**src/rtl/instr_loader.sv**
```systemverilog
// instr_loader: receives a length-prefixed, XOR-checksummed byte stream and writes it into instruction RAM
module instr_loader #(
    parameter int DEPTH = 256
) (
    input  logic        clk,
    input  logic        rst,
    input  logic        start,
    input  logic [7:0]  rx_data,
    input  logic        rx_valid,
    output logic        rx_ready,
    output logic        wr_en,
    output logic [15:0] wr_addr,
    output logic [15:0] wr_data,
    output logic        cpu_hold,
    output logic        done,
    output logic        error,
    output logic [15:0] word_count
);
    typedef enum logic [2:0] {IDLE, LEN_HI, LEN_LO, DATA_HI, DATA_LO, CHECK, DONE, ERR} state_t;
    state_t state_q, state_d;
    logic [15:0] len_q, len_d, addr_q, addr_d, cnt_q, cnt_d;
    logic [15:0] wr_addr_q, wr_addr_d, wr_data_q, wr_data_d;
    logic [7:0] hi_q, hi_d, acc_q, acc_d;
    logic wr_en_q, wr_en_d, xfer;
    logic [16:0] n_full;
    assign rx_ready = state_q == LEN_HI || state_q == LEN_LO || state_q == DATA_HI ||
                      state_q == DATA_LO || state_q == CHECK;
    assign xfer = rx_valid && rx_ready;
    assign n_full = {1'b0, len_q[15:8], rx_data};
    assign cpu_hold = !(state_q == IDLE || state_q == DONE);
    assign done = state_q == DONE;
    assign error = state_q == ERR;
    assign wr_en = wr_en_q;
    assign wr_addr = wr_addr_q;
    assign wr_data = wr_data_q;
    assign word_count = cnt_q;
    always_comb begin
        state_d = state_q;
        len_d = len_q;
        addr_d = addr_q;
        cnt_d = cnt_q;
        hi_d = hi_q;
        acc_d = acc_q;
        wr_en_d = 1'b0;
        wr_addr_d = wr_addr_q;
        wr_data_d = wr_data_q;
        case (state_q)
            IDLE, DONE, ERR: if (start) begin
                state_d = LEN_HI;
                cnt_d = '0;
                acc_d = '0;
                addr_d = '0;
            end
            LEN_HI: if (xfer) begin
                len_d[15:8] = rx_data;
                state_d = LEN_LO;
            end
            LEN_LO: if (xfer) begin
                len_d[7:0] = rx_data;
                state_d = n_full > 17'(DEPTH) ? ERR : n_full == 17'd0 ? CHECK : DATA_HI;
            end
            DATA_HI: if (xfer) begin
                hi_d = rx_data;
                acc_d = acc_q ^ rx_data;
                state_d = DATA_LO;
            end
            DATA_LO: if (xfer) begin
                wr_en_d = 1'b1;
                wr_addr_d = addr_q;
                wr_data_d = {hi_q, rx_data};
                acc_d = acc_q ^ rx_data;
                addr_d = addr_q + 16'd1;
                cnt_d = cnt_q + 16'd1;
                state_d = cnt_q + 16'd1 == len_q ? CHECK : DATA_HI;
            end
            CHECK: if (xfer) state_d = rx_data == acc_q ? DONE : ERR;
            default: state_d = IDLE;
        endcase
    end
    always_ff @(posedge clk) begin
        if (rst) begin
            state_q <= IDLE;
            len_q <= '0;
            addr_q <= '0;
            cnt_q <= '0;
            hi_q <= '0;
            acc_q <= '0;
            wr_en_q <= 1'b0;
            wr_addr_q <= '0;
            wr_data_q <= '0;
        end else begin
            state_q <= state_d;
            len_q <= len_d;
            addr_q <= addr_d;
            cnt_q <= cnt_d;
            hi_q <= hi_d;
            acc_q <= acc_d;
            wr_en_q <= wr_en_d;
            wr_addr_q <= wr_addr_d;
            wr_data_q <= wr_data_d;
        end
    end
endmodule

```
**config.mk**
```make
export PLATFORM = sky130hd
export DESIGN_NAME = instr_loader
export DESIGN_NICKNAME = d
export VERILOG_FILES = /design/src/rtl/instr_loader.sv
export SDC_FILE = /design/constraint.sdc
export NUM_CORES = 1
export LEC_CHECK = 0
export CAP_MARGIN = 20
export CORE_MARGIN = 10
export CORE_UTILIZATION = 55
export DETAILED_ROUTE_END_ITERATION = 6
export PLACE_DENSITY = 0.8
export SLEW_MARGIN = 20
export SYNTH_ARGS = -nofsm -noshare
export SYNTH_HDL_FRONTEND = slang
export SYNTH_SLANG_ARGS = --single-unit
```
**constraint.sdc**
```tcl
create_clock -name clk -period 3.02 [get_ports clk]
set_input_delay 0.604 -clock clk [delete_from_list [all_inputs] [get_ports clk]]
set_output_delay 0.604 -clock clk [all_outputs]
set_load 0.005 [all_outputs]
```
==> results of run 1 <==
[routing by layer]
layer | GRT usage, % | wire (um)
met4 | 4.85 | 133
met2 | 31.4 | 6110
met1 | 24.5 | 5570
met3 | 6.19 | 1090
met5 | 0 | 0
[final timing paths]
check	end	cells after the start	slack [ns]	start
worst max-delay path	cpu_hold	4	0.29	state_q[2]
worst max register to register	state_q[1]	7	0.41	word_count[0]
worst min register to register	wr_data[11]	2	0.46	wr_data[11]
worst min-delay path	wr_data[11]	2	0.46	wr_data[11]
[state kept, by name, summed over array words and instances, names as in the netlist]
register,cells
addr_q,16
len_q,16
state_q,3
word_count,16
wr_en,1
wr_data,16
wr_addr,16
acc_q,8
hi_q,8
[through the flow]
stage	cells	power [W]	hold slack (ns)
floorplan	631	0.00186	0.432
global placement	778	0.00205	0.438
detailed placement	778	0.00206	0.444
CTS	794	0.00297	0.459
global route	794	0.00310	0.487
finish	794	0.00296	0.456
[cell families after synthesis]
kind of cell / count (synthesis) / share of synthesized area (%)
buffers and inverters: 52 / 4.47
xor gates and xnor gates: 36 / 6.52
AOI/OAI and AO/OA: 150 / 18.1
adders and majority gates: 3 / 0.776
muxes: 2 / 0.440
and+or+nand+nor: 288 / 28.3
DFF: 100 / 41.4
[critical path, delay by kind of cell, from the launching register on]
family | cells | cell delay [ns]
buffers and inverters | 2 | 0.73
flip-flops | 1 | 0.64
AND/OR/NAND/NOR | 2 | 0.38
[final cells by class]
cell class	count	area (sq um)	area share, %
Clock buffer	9	124	2.14
Clock inverter	7	95.1	1.64
Inverter	8	30.0	0.518
Multi-Input combinational cell	479	2620	45.2
Sequential cell	100	2000	34.5
Tap cell	108	135	2.33
Timing Repair Buffer	83	791	13.6
[where the power goes]
| group | total [W] | leakage (nW) | switching [W] | internal [W] |
|---|---|---|---|---|
| logic | 0.000624 | 1.02 | 0.000374 | 0.000249 |
| clock network | 0.000921 | 0.110 | 0.000515 | 0.000406 |
| registers | 0.00142 | 0.806 | 0.0000616 | 0.00136 |
| total | 0.00296 | 1.94 | 0.000950 | 0.00201 |
[layout by cell type (no fill, tap or decap), types with 4 or more instances in the layout]
master	netlist	routed
nor2b_1	12	12
nor2_1	47	47
nand2b_1	7	7
buf_4	2	18
nor4_1	9	9
nand3_1	15	15
or3_1	9	9
and2_1	4	4
nand2_1	133	133
xor2_1	15	15
nand4_1	11	11
a21oi_1	93	93
xnor2_1	21	21
nand3b_1	4	4
nor3_1	8	8
clkdlybuf4s50_1	0	63
and3_1	9	9
inv_1	8	8
clkbuf_8	0	9
dfxtp_1	100	100
a311oi_1	4	4
o21ai_0	27	27
or4_1	5	5
==> reports/results.ini, run 1 <==
[run_status]
run_status = finished clean

[placed_design]
gp_congestion = 0.899
io_buffers = 64
post-place-ws_ns = 0.301
hpwlAfterDp_um = 9030
postPlaceCellArea_sq_um = 5580

[sta]
fin_skew_ns = 0.0144
period_needed_ns = 2.73
relSlewSlack_pct = 46.3
max_clock_freq_mhz = 367
timing.final.max_slew_violations = 0
hold_viol = 0
setup_slack_ns = 0.293
rsz0062_at_grt = no
setup_violations = 0
worst_slew_pin_slew_ns = 0.801
post-route-period-util_pct = 90.3
fin_tns_setup_ns = 0

[routing]
drt_iter0_drc = 382
via_per_inst = 5.81
wl_um = 12900
drt_first_pass_iters = 6
drc_errors = 0
postRouteAntennaNets = 0
num_vias = 4611
routedWlPerCell_um = 16.3

[global_routing]
antenna_found_initial = 0
grt_first_pass_wirelength_um = 21200
first_global_vias = 4342
grt_max_degree = 89
track_usage_pct = 19.4
grt-ovfl-total = 0

[synthesis]
synth-main-ff-cell = dfxtp_1
synthArstFlopShare_pct = 0
synth_warnings = 0
synth_top_area_share_pct = 41.4
synth-edff-count = 0
yosys-top-cells-area = dfxtp_1 41%, nand2_1 10%, a21oi_1 9.6%
seq_area_frac_synth_pct = 41.4
postSynthAreaPerCell_sq_um = 7.67
syn_inst = 631
ys_seq_elements = 100
yosys.cell_types.count = 60
syn_nets = 646
ys_top_cells_by_count = 133 x nand2_1, 100 x dfxtp_1, 93 x a21oi_1
yosys.cell_count.top_type = nand2_1
yosys.area.top_type = dfxtp_1
syn-cell-area_sq_um = 4840

[floorplanning]
core_area_sq_um = 8640
initial_core_util_pct = 56.0
die-area_sq_um = 12900
rows = 34
die_x_um = 114
fp.dieH_um = 114
num_io_pins = 65

[layout]
syn_to_final_growth_pct = 19.8
num-nets-final = 696
fin_area_sq_um = 5800
utilization_pct = 67.1
antenna_cells = 0
drive_gt1_share_pct = 7.43
fillCellCount = 738

[clocking]
cts_tree = built
cts-htree-levels = 3
cts_buffer_depth = 2
clock_latency_ns = 0.37
path_clk_slew_ns = 0.10
post_cts_resized = 0
root_buffer = clkbuf_8
numCtsBuffers = 9
cts_setup_buffers = 0
clock-sinks = 100
cts_hold_buffers = 0

[setup_path]
cp.arrival_ns = 2.12
worst_path_max_delay_cell = dfxtp_1
slowest_delay_ns = 0.64
path_cells = inv_1 > nor2_1 > or3_1 > clkdlybuf4s50_1
cp-start-kind = register
required_ns = 2.42
worst-path-max-fanout = 17
critPathKind = reg -> out
worst_setup_path_end_kind = primary output

[power]
irDropWorstVdd_uv = 352
p_leak_nw = 1.94
p_per_area_nw_per_um2 = 511

[job]
cap_violations = 0

[hold_path]
hp-class = reg -> reg

Power figures use the tool's default switching activity.
==> run 2, diff against run 1 <==
--- a/config.mk
+++ b/config.mk
@@ -7,9 +7,9 @@
 export LEC_CHECK = 0
 export CAP_MARGIN = 20
 export CORE_MARGIN = 10
-export CORE_UTILIZATION = 55
+export CORE_UTILIZATION = 45
 export DETAILED_ROUTE_END_ITERATION = 6
-export PLACE_DENSITY = 0.8
+export PLACE_DENSITY = 0.67
 export SLEW_MARGIN = 20
 export SYNTH_ARGS = -nofsm -noshare
 export SYNTH_HDL_FRONTEND = slang
==> reports/results.ini, run 2 (synthesized netlist as in run 1, its figures left out) <==
[clocking]
root_buffer = clkbuf_8
cts_tree = built
path_clk_slew_ns = 0.11  ; about the same
post_cts_resized = 0  ; unchanged
cts_buffer_depth = 2  ; unchanged
cts_hold_buffers = 0  ; unchanged
clock-sinks = 100  ; unchanged
clock_latency_ns = 0.37  ; about the same
cts-htree-levels = 3  ; unchanged
cts_setup_buffers = 0  ; unchanged
numCtsBuffers = 9  ; unchanged

[setup_path]
worst-path-max-fanout = 12  ; -5
cp-start-kind = register
reg2regPathDepth = 6  ; -1
worst_setup_path_end_kind = register
r2r_start = word_count[3]
rrSetupSlack_ns = 0.22  ; -0.19 ns
critPathKind = reg -> reg
r2r_end = state_q[1]
cp.arrival_ns = 3.08  ; +0.96 ns
required_ns = 3.30  ; +0.88 ns

[power]
p_per_area_nw_per_um2 = 494  ; -3.4%
p_leak_nw = 1.95  ; +0.71%
irDropWorstVdd_uv = 528  ; +50%

[sta]
max_clock_freq_mhz = 357  ; -2.5%
relSlewSlack_pct = 39.4  ; -7.0 points
hold_viol = 0  ; unchanged
worst_slew_pin_slew_ns = 0.910  ; +0.108 ns
setup_violations = 0  ; unchanged
setup_slack_ns = 0.223  ; -0.0699 ns
rsz0062_at_grt = no
post-route-period-util_pct = 92.6  ; +2.3 points
fin_tns_setup_ns = 0  ; unchanged
timing.final.max_slew_violations = 0  ; unchanged
period_needed_ns = 2.80  ; +0.0699 ns
fin_skew_ns = 0.00987  ; -0.00448 ns
holdWs_ns = 0.459  ; +0.00262 ns

[routing]
num_vias = 4688  ; +1.7%
routedWlPerCell_um = 16.6  ; +2.0%
wl_um = 13700  ; +6.5%
drc_errors = 0  ; unchanged
drt_iter0_drc = 370  ; -3.1%
via_per_inst = 5.66  ; -2.6%
drt_first_pass_iters = 5  ; -1
postRouteAntennaNets = 0  ; unchanged

[placed_design]
io_buffers = 64  ; unchanged
post-place-ws_ns = 0.302  ; +0.000349 ns
postPlaceCellArea_sq_um = 5650  ; +1.3%
gp_congestion = 0.910  ; +1.2%
hpwlAfterDp_um = 9720  ; +7.7%

[global_routing]
track_usage_pct = 17.8  ; -1.7 points
first_global_vias = 4426  ; +1.9%
grt_first_pass_wirelength_um = 22200  ; +4.6%
grt-ovfl-total = 0  ; unchanged
antenna_found_initial = 0  ; unchanged
grt_max_degree = 59  ; -34%

[layout]
final_cell_mix = 133 x nand2_1, 100 x dfxtp_1, 93 x a21oi_1
syn_to_final_growth_pct = 20.6
utilization_pct = 56.0  ; -11 points
final_common_cell = nand2_1
num-nets-final = 703  ; +1.0%
fin_area_sq_um = 5840  ; +0.69%
drive_gt1_share_pct = 8.23  ; +0.79 points
antenna_cells = 0  ; unchanged

[floorplanning]
die_x_um = 124  ; +8.7%
initial_core_util_pct = 46.5  ; -9.6 points
die-area_sq_um = 15300  ; +18%
core_area_sq_um = 10400  ; +21%
rows = 37  ; +8.8%
num_io_pins = 65  ; unchanged
fp.dieH_um = 124  ; +8.7%

[run_status]
run_status = finished clean

[job]
cap_violations = 0  ; unchanged

[hold_path]
hold_start = wr_data[13]
whs_endpoint = wr_data[13]
whs_path_depth = 2  ; unchanged
hp-class = reg -> reg

run 2: cell types whose count changed in the layout (fill, tap and decap cells not counted), sizes merged:
cell | previous run | this run
clkinv | 4 | 2
clkbuf | 9 | 10
bufinv | 1 | 0
buf | 20 | 27
clkinvlp | 0 | 1
inv | 10 | 11
run 2: worst max path at each step:
stage | slack, ns | startpoint | to
6_report | 0.22 | word_count[3] | state_q[1]
5_1_grt | 0.12 | word_count[3] | state_q[1]
4_1_cts | 0.27 | state_q[2] | cpu_hold
3_5_place_dp | 0.30 | rx_valid | acc_q[0]
3_3_place_gp | 0.33 | word_count[3] | state_q[1]
2_1_floorplan | 0.75 | word_count[5] | state_q[1]
run 2: cell type report:
type	count	area, sq um
flip-flops and latches	100	2000
repair buffers	90	831
inverters	8	30.0
clock inverters	6	56.3
clock buffers	10	128
well taps	136	170
multi-input cells	479	2620
fillers	1019	4580
run 2: power breakdown:
group	leakage [nW]	total [W]	internal (W)	switching [W]
Combinational	1.05	0.000635	0.000245	0.000390
Clock	0.0909	0.000836	0.000318	0.000518
Sequential	0.806	0.00141	0.00136	0.0000549
run 2: stage by stage:
| stage | power (W) | cells |
|---|---|---|
| global route | 0.00302 | 829 |
| finish | 0.00288 | 829 |
| CTS | 0.00289 | 829 |
| global placement | 0.00205 | 813 |
| floorplan | 0.00186 | 631 |
| detailed placement | 0.00207 | 813 |
run 2: metal layers:
layer	track usage (%)	part of all wire, %	up-vias
met1	24.1	47	2189
met3	3.94	8.5	26
li1	-	-	2294
met4	7.64	2.0	0
met2	26.6	43	179
met5	0	0	-
run 2: worst max-delay path, cell delays in order, from the launching register on:
cell,delay (ns)
dfxtp_1,0.61
nand4_1,0.31
or2_1,0.39
or4_4,0.56
a2111oi_4,0.40
nand3_1,0.17
a31o_1,0.26
